==> src/rtl/muladdsub_lfsr.sv <==
// muladdsub_lfsr: 64-bit Galois LFSR (x^64+x^63+x^61+x^60+1); ports clk, rst, load (reload SEED), step (advance two steps), rnd = {step2, step1}
module muladdsub_lfsr #(
    parameter logic [63:0] SEED = 64'hACE1_F00D
) (
    input  logic         clk,
    input  logic         rst,
    input  logic         load,
    input  logic         step,
    output logic [127:0] rnd
);
    logic [63:0] state, s1, s2;
    function automatic logic [63:0] nxt(input logic [63:0] s);
        return (s >> 1) ^ (s[0] ? 64'hD800_0000_0000_0000 : 64'h0);
    endfunction
    assign s1 = nxt(state);
    assign s2 = nxt(s1);
    assign rnd = {s2, s1};
    always_ff @(posedge clk) begin
        if (rst || load) state <= SEED;
        else if (step) state <= s2;
    end
endmodule

==> config.mk <==
export PLATFORM = sky130hd
export DESIGN_NAME = muladdsub_lfsr
export DESIGN_NICKNAME = d
export VERILOG_FILES = /design/src/rtl/muladdsub_lfsr.sv
export SDC_FILE = /design/constraint.sdc
export NUM_CORES = 1
export LEC_CHECK = 0
export CAP_MARGIN = 20
export CORE_ASPECT_RATIO = 0.6
export CORE_MARGIN = 4
export CORE_UTILIZATION = 39
export DETAILED_ROUTE_END_ITERATION = 8
export PLACE_DENSITY_LB_ADDON = 0.3
export SETUP_SLACK_MARGIN = 0.4
export SYNTH_ARGS = -nofsm -noshare
export SYNTH_HDL_FRONTEND = slang
export SYNTH_SLANG_ARGS = --single-unit
==> constraint.sdc <==
create_clock -name clk -period 1.2 [get_ports clk]
set_clock_uncertainty 0.05 [all_clocks]
set_input_delay 0.24 -clock clk [delete_from_list [all_inputs] [get_ports clk]]
set_output_delay 0.24 -clock clk [all_outputs]
set_load 0.005 [all_outputs]
==> results of run 1 <==
[through the flow]
step,TNS [ns],total power [mW],util (%),hold slack (ns),worst slack [ns]
floorplan,0,2.58,-,0.298,0.0635
global placement,-13.49,2.74,51.8,0.462,-0.299
detailed placement,-15.33,2.75,51.8,0.470,-0.352
CTS,-3.18,5.55,69.3,0.250,-0.371
global route,-4.35,5.82,78.1,0.270,-0.394
finish,-3.61,5.63,78.1,0.260,-0.360
[Yosys cell counts, drive strengths merged]
cell,n
buf,131
clkbuf,6
dfxtp,64
mux2i,64
nand2,15
nor2,50
or2,1
xor2,5
xor3,1
[timing repair]
item / CTS / global route
cloned: 4 / 0
endpoints found under the setup margin: 192 / 192
setup buffers: 87 / 48
resized for setup: 768 / 76
pin swaps: 55 / 41
[final cells by class]
class,count,area (sq um),share of cell area [%]
flip-flops and latches,64,1370,21.8
clock inverters,3,40.0,0.640
well taps,108,135,2.16
multi-input cells,136,1070,17.1
clock buffers,13,260,4.16
repair buffers,320,3380,54.1
[worst max-delay path by stage]
stage | endpoint | slack, ns | depth (start not counted)
2_1_floorplan | state[59] | 0.06 | 3
3_5_place_dp | rnd[124] | -0.35 | 3
3_3_place_gp | rnd[123] | -0.30 | 2
4_1_cts | rnd[123] | -0.37 | 2
6_report | rnd[123] | -0.36 | 2
5_1_grt | rnd[123] | -0.39 | 2
[worst max-delay path, stage by stage (launching register included)]
cell,delay (ns)
dfxtp_4,0.35
xor3_2,0.45
buf_2,0.15
[where the power goes]
part	internal [mW]	switching, mW
combinational	0.513	0.290
clock	1.71	0.909
sequential	2.17	0.0355
total	4.39	1.23
[kinds of logic (layout without fill, tap and decap cells)]
family,count (synthesis),after routing
buffers and inverters,137,336
multiplexers,64,64
AND/OR/NAND/NOR,66,66
XOR/XNOR,6,6
flip-flops,64,64
[metal layers]
| metal | global-route usage [%] | up-vias | routed length [microns] |
|---|---|---|---|
| met4 | 5.46 | 0 | 83 |
| met5 | 0 | - | 0 |
| li1 | - | 1340 | - |
| met3 | 6.12 | 9 | 548 |
| met2 | 30.6 | 87 | 4970 |
| met1 | 23.0 | 1318 | 4510 |
==> summary.txt, run 1 <==
Finish
  • Largest Register: state
  • Share of layout cells above drive strength 1: between 70 and 80%
  • Fin cells: around 640
  • Final Cell Area: around 0.0063 sq mm
  • Nets@finish: around 540
  • # diodes: 0
  • Top flop regs: state x64
  • Commonest non-fill, non-tap cell in the layout: buf_6
  • Max reg flops: 64
  • Area growth from synthesis to layout: 92.3%
  • Commonest cells after routing, fill and taps aside: buf_6, dfxtp_2, mux2i_1
  • Fillcell total: approximately 500

Clock tree
  • CTS root buf: clkbuf_16
  • TritonCTS Buffers: 9
  • Worst skew pair latency: around 0.33 ns
  • Clock tree sinks: 64
  • TritonCTS clock tree: done
  • H-tree level count: 3
  • Clock Pin Slew Worst Setup and Hold Paths: 0.05 ns
  • Hold Buf Count CTS: 0
  • Max Buffers Root-to-Sink: 2

Timing
  • RSZ-0062 raised after global routing: yes
  • Tmin final: approximately 1.6 ns
  • Fin crit share: 130%
  • Final worst slack: -0.360 ns
  • Final Hold Fails: 0
  • Max-slew violations: 0
  • Fmax: ~640 MHz
  • Slew @ Worst Pin: ~0.23 ns
  • # setup viols final: 16
  • Worst rel slew slack: 84.8%

Critical path
  • Crit Path Category: flop to primary output
  • RR Endpoint: state[58]
  • Crit start category: flop
  • Crit. End Element: primary output
  • R2R Setup Slk: -0.21 ns
  • Critical path arrival: roughly 1.3 ns
  • Worst reg2reg startpoint: state[0]
  • Worst setup startpoint: state[0]
  • Critical Path RT: slightly above 0.9 ns
  • Reg2Reg Depth: 8
  • Crit path max fanout: 2

Min path
  • Tightest Hold Check Type: input port to flop
  • Worst Hold Launch: step
  • Worst Hold Endpoint: state[27]
  • Hold depth: 3

Run status
  • Status: finished with violations
  • Failing checks: negative setup slack

Yosys
  • Mux cell area share after synthesis: between 10% and 20%
  • Synth area leader: dfxtp_1
  • Synth Area in XOR/XNOR: about 2.1%
  • Post-synthesis sequential area ratio: 39.4%
  • #FFs+latches synth: 64
  • Main combinational cell family by area after synthesis: buffers and inverters
  • Area contributors post-synth: dfxtp_1, buf_4, mux2i_1, nor2_1, nand2_1
  • Post-Synth Simple-Gate Area: under 10%
  • Netlist cell types: 12
  • Compound-gate portion of the synthesized area: 0%
  • Cell Area, Synth: 0.00325 sq mm
  • Syn nets: 341
  • Yosys warning count: 0
  • Syn Area/Cell: about 9.7 sq um
  • Adder-cell share of the synthesized area: 0%
  • Top cell type's share of synthesized area: 39.4%
  • Post-Synthesis Cells: around 340

Routing
  • Residual DRC: 0
  • Via-to-Cell Ratio: ~4.3
  • Routed WL per cell: 15.7 microns
  • Detailed Routing Iterations Pass 1: 4
  • Iter 0 DRT Violations: slightly below 80
  • Final wirelength: 10100 microns
  • Post-route ant nets: 0
  • Via Count: about 2.8k

Global route
  • Largest net degree at the start of global routing: 18
  • Number of global-route vias before repair: around 2.8k
  • Initial antenna violation count: 0
  • Overall routing resource usage: roughly 18%
  • Grt ovf: 0
  • First-pass GRT wire length: ~15000 microns

Power and ir drop
  • Leak pwr: roughly 3 nW
  • Pwr dens: 900 mW/mm^2
  • Worst VDD drop: 0.707 mV

Floorplanning
  • Core area: 0.00801 sq mm
  • Io pins: around 130
  • Die X-Extent: 126 microns
  • Die Ht: between 70 and 80 microns
  • Initial Util: approximately two fifths
  • Row cnt: 25
  • Die ar.: approximately 0.0099 sq mm

Placement
  • Port Buffer Count: approximately 130
  • Placed Area: slightly above 0.004 sq mm
  • Hpwl dp: 4910 microns
  • Cells after DPL: about 500
  • GPL Wtd Cong: 0.665

Run
  • Max Cap Violations: 0
(Power assumes the default switching activity.)
==> inputs of run 2 (changes only) <==
CAP_MARGIN = unset   (was 20)
GPL_ROUTABILITY_DRIVEN = 0   (was unset)
==> results of run 2 <==
Same layout as run 1: the final DEF is identical, and so are final timing and power.
==> inputs of run 3 (changes only) <==
CORE_MARGIN = 2   (was 4)
==> run 3 against run 2 <==
The run still ends with negative setup slack left; via count is 3.4% lower; worst hold slack better by 0.029 ns; non-clock buffer count is 22 lower; clock-buffer cell count is 1 lower; setup slack worse by 0.030 ns; highest routed layer unchanged; cell count is 3.6% lower; first-iteration DRC count is 13% lower; sequential power hardly changed; register-to-register slack worse by 0.14 ns; fmax is 1.9% lower; die area is 8.1% lower.
==> summary.txt, run 3 (synthesized netlist as in run 1, its figures left out) <==
Run status
  • Status: finished with violations
  • Failing checks: negative setup slack

Clock tree
  • TritonCTS Buffers: 9 (unchanged)
  • Max Buffers Root-to-Sink: 2 (unchanged)
  • Worst skew pair latency: 0.32 ns (about the same)
  • TritonCTS clock tree: done
  • Clock Pin Slew Worst Setup and Hold Paths: 0.05 ns (about the same)
  • CTS root buf: clkbuf_16
  • Clock tree sinks: 64 (unchanged)
  • H-tree level count: 3 (unchanged)
  • Hold Buf Count CTS: 0 (unchanged)

Finish
  • Fin cells: 621 (-3.6%)
  • Fillcell total: 568 (+13%)
  • Final Cell Area: 0.00598 sq mm (-4.4%)
  • Area growth from synthesis to layout: 83.8%
  • Post-layout util: 74.9% (-3.2 points)
  • Commonest non-fill, non-tap cell in the layout: buf_6
  • Nets@finish: 513 (-4.1%)
  • Share of layout cells above drive strength 1: 75.8% (-1.0 points)
  • Top flop regs: state x64
  • Commonest cells after routing, fill and taps aside: buf_6, mux2i_1, dfxtp_2
  • # diodes: 0 (unchanged)
  • Largest Register: state
  • Max reg flops: 64 (unchanged)

Routing
  • Detailed Routing Iterations Pass 1: 4 (unchanged)
  • Final wirelength: 9280 microns (-8.3%)
  • Residual DRC: 0 (unchanged)
  • Iter 0 DRT Violations: 69 (-13%)
  • Routed WL per cell: 14.9 microns (-4.9%)
  • Via Count: 2661 (-3.4%)
  • Via-to-Cell Ratio: 4.29 (+0.20%)
  • Post-route ant nets: 0 (unchanged)

Power and ir drop
  • Cell internal pwr: 4.37 mW (-0.51%)
  • Worst VDD drop: 0.748 mV (+5.8%)
  • Power share of the combinational group: 13.0% (-1.3 points)
  • Clock share of power: 47.4% (+0.8 points)
  • Pwr dens: 929 mW/mm^2 (+3.2%)
  • Power Total: 5.55 mW (-1.3%)
  • Switching Fraction: 21.3% (-0.64 points)
  • Sequential power share: 39.6% (+0.5 points)
  • P_sw: 1.18 mW (-4.2%)
  • Leak pwr: 2.92 nW (-4.8%)

Floorplanning
  • Io pins: 132 (unchanged)
  • Initial Util: 40.8% (+0.16 points)
  • Row cnt: 25 (unchanged)
  • Die X-Extent: 122 microns (-3.2%)
  • Die Ht: 74.7 microns (-5.1%)
  • Core area: 0.00798 sq mm (-0.39%)
  • Die ar.: 0.00911 sq mm (-8.1%)

Min path
  • Hold depth: 3 (unchanged)
  • Tightest Hold Check Type: input port to flop

Global route
  • Overall routing resource usage: 18.7% (+0.22 points)
  • Initial antenna violation count: 0 (unchanged)
  • First-pass GRT wire length: 12700 microns (-13%)
  • Largest net degree at the start of global routing: 32 (+14)
  • Number of global-route vias before repair: 2502 (-10%)
  • Grt ovf: 0 (unchanged)

Placement
  • Port Buffer Count: 131 (unchanged)
  • Cells after DPL: 487 (-0.41%)
  • Placed Area: 0.00413 sq mm (-0.36%)
  • Hpwl dp: 4470 microns (-9.0%)
  • Pre-CTS WS: -0.315 ns (+0.0370 ns)

Critical path
  • Reg2Reg Depth: 8 (unchanged)
  • Critical path arrival: 1.30 ns (+0.03 ns)
  • Critical Path RT: 0.91 ns (about the same)
  • Crit start category: flop
  • Crit Path Category: flop to primary output
  • Crit. End Element: primary output
  • Crit path max fanout: 3 (+1)

Timing
  • Tmin final: 1.59 ns (+0.0304 ns)
  • # setup viols final: 16 (unchanged)
  • Setup TNS: -3.29 ns (+0.318 ns)
  • WHS: 0.290 ns (+0.0295 ns)
  • Final Hold Fails: 0 (unchanged)
  • Final worst slack: -0.391 ns (-0.0304 ns)
  • Fmax: 629 MHz (-1.9%)
  • Fin crit share: 133% (+2.5 points)
  • RSZ-0062 raised after global routing: yes
  • Slew @ Worst Pin: 0.183 ns (-0.0440 ns)
  • Worst rel slew slack: 87.4% (+2.6 points)
  • Max-slew violations: 0 (unchanged)

Run
  • Max Cap Violations: 0 (unchanged)
[run 3: worst max-delay path, stage by stage, from the launching register on]
cell     delay, ns
dfxtp_4       0.35
buf_12        0.12
buf_12        0.12
xor2_2        0.14
buf_4         0.14
buf_6         0.10
[run 3: cell type report]
class	instances	area [sq um]	share of cell area, %
multi-input combinational	136	1060	17.7
clock inverter	3	40.0	0.670
tap	108	135	2.26
timing repair buffer	298	3100	51.9
clock buffer	12	267	4.46
sequential	64	1380	23.0
[run 3: final timing paths]
kind                                 from        end  slack [ns]
worst min-delay path                  rst   state[1]        0.29
worst max-delay path             state[0]   rnd[122]       -0.39
worst max register to register   state[0]  state[59]       -0.35
worst min register to register  state[13]  state[13]        0.44
[run 3: layer usage]
metal	global-route usage, %	vias up	wire (microns)	part of all wire [%]
li1	-	1305	-	-
met1	23.3	1254	4110	44
met2	31.3	91	4570	49
met3	5.91	11	495	5.3
met4	6.00	0	97	1.0
met5	0	-	0	0
[run 3: timing repair]
| action | CTS | global route |
|---|---|---|
| cloned | 2 | 1 |
| endpoints found under the hold margin | 0 | 0 |
| pin swaps | 53 | 49 |
| resized for setup | 737 | 81 |
| setup buffers | 74 | 42 |
| setup endpoints to repair | 192 | 192 |
[run 3: power groups by stage]
stage	Combinational, mW	Clock (mW)	Sequential (mW)
floorplan	0.335	0	2.24
global placement	0.485	0	2.24
detailed placement	0.490	0	2.24
CTS	0.626	2.70	2.20
global route	0.767	2.77	2.20
finish	0.725	2.63	2.20
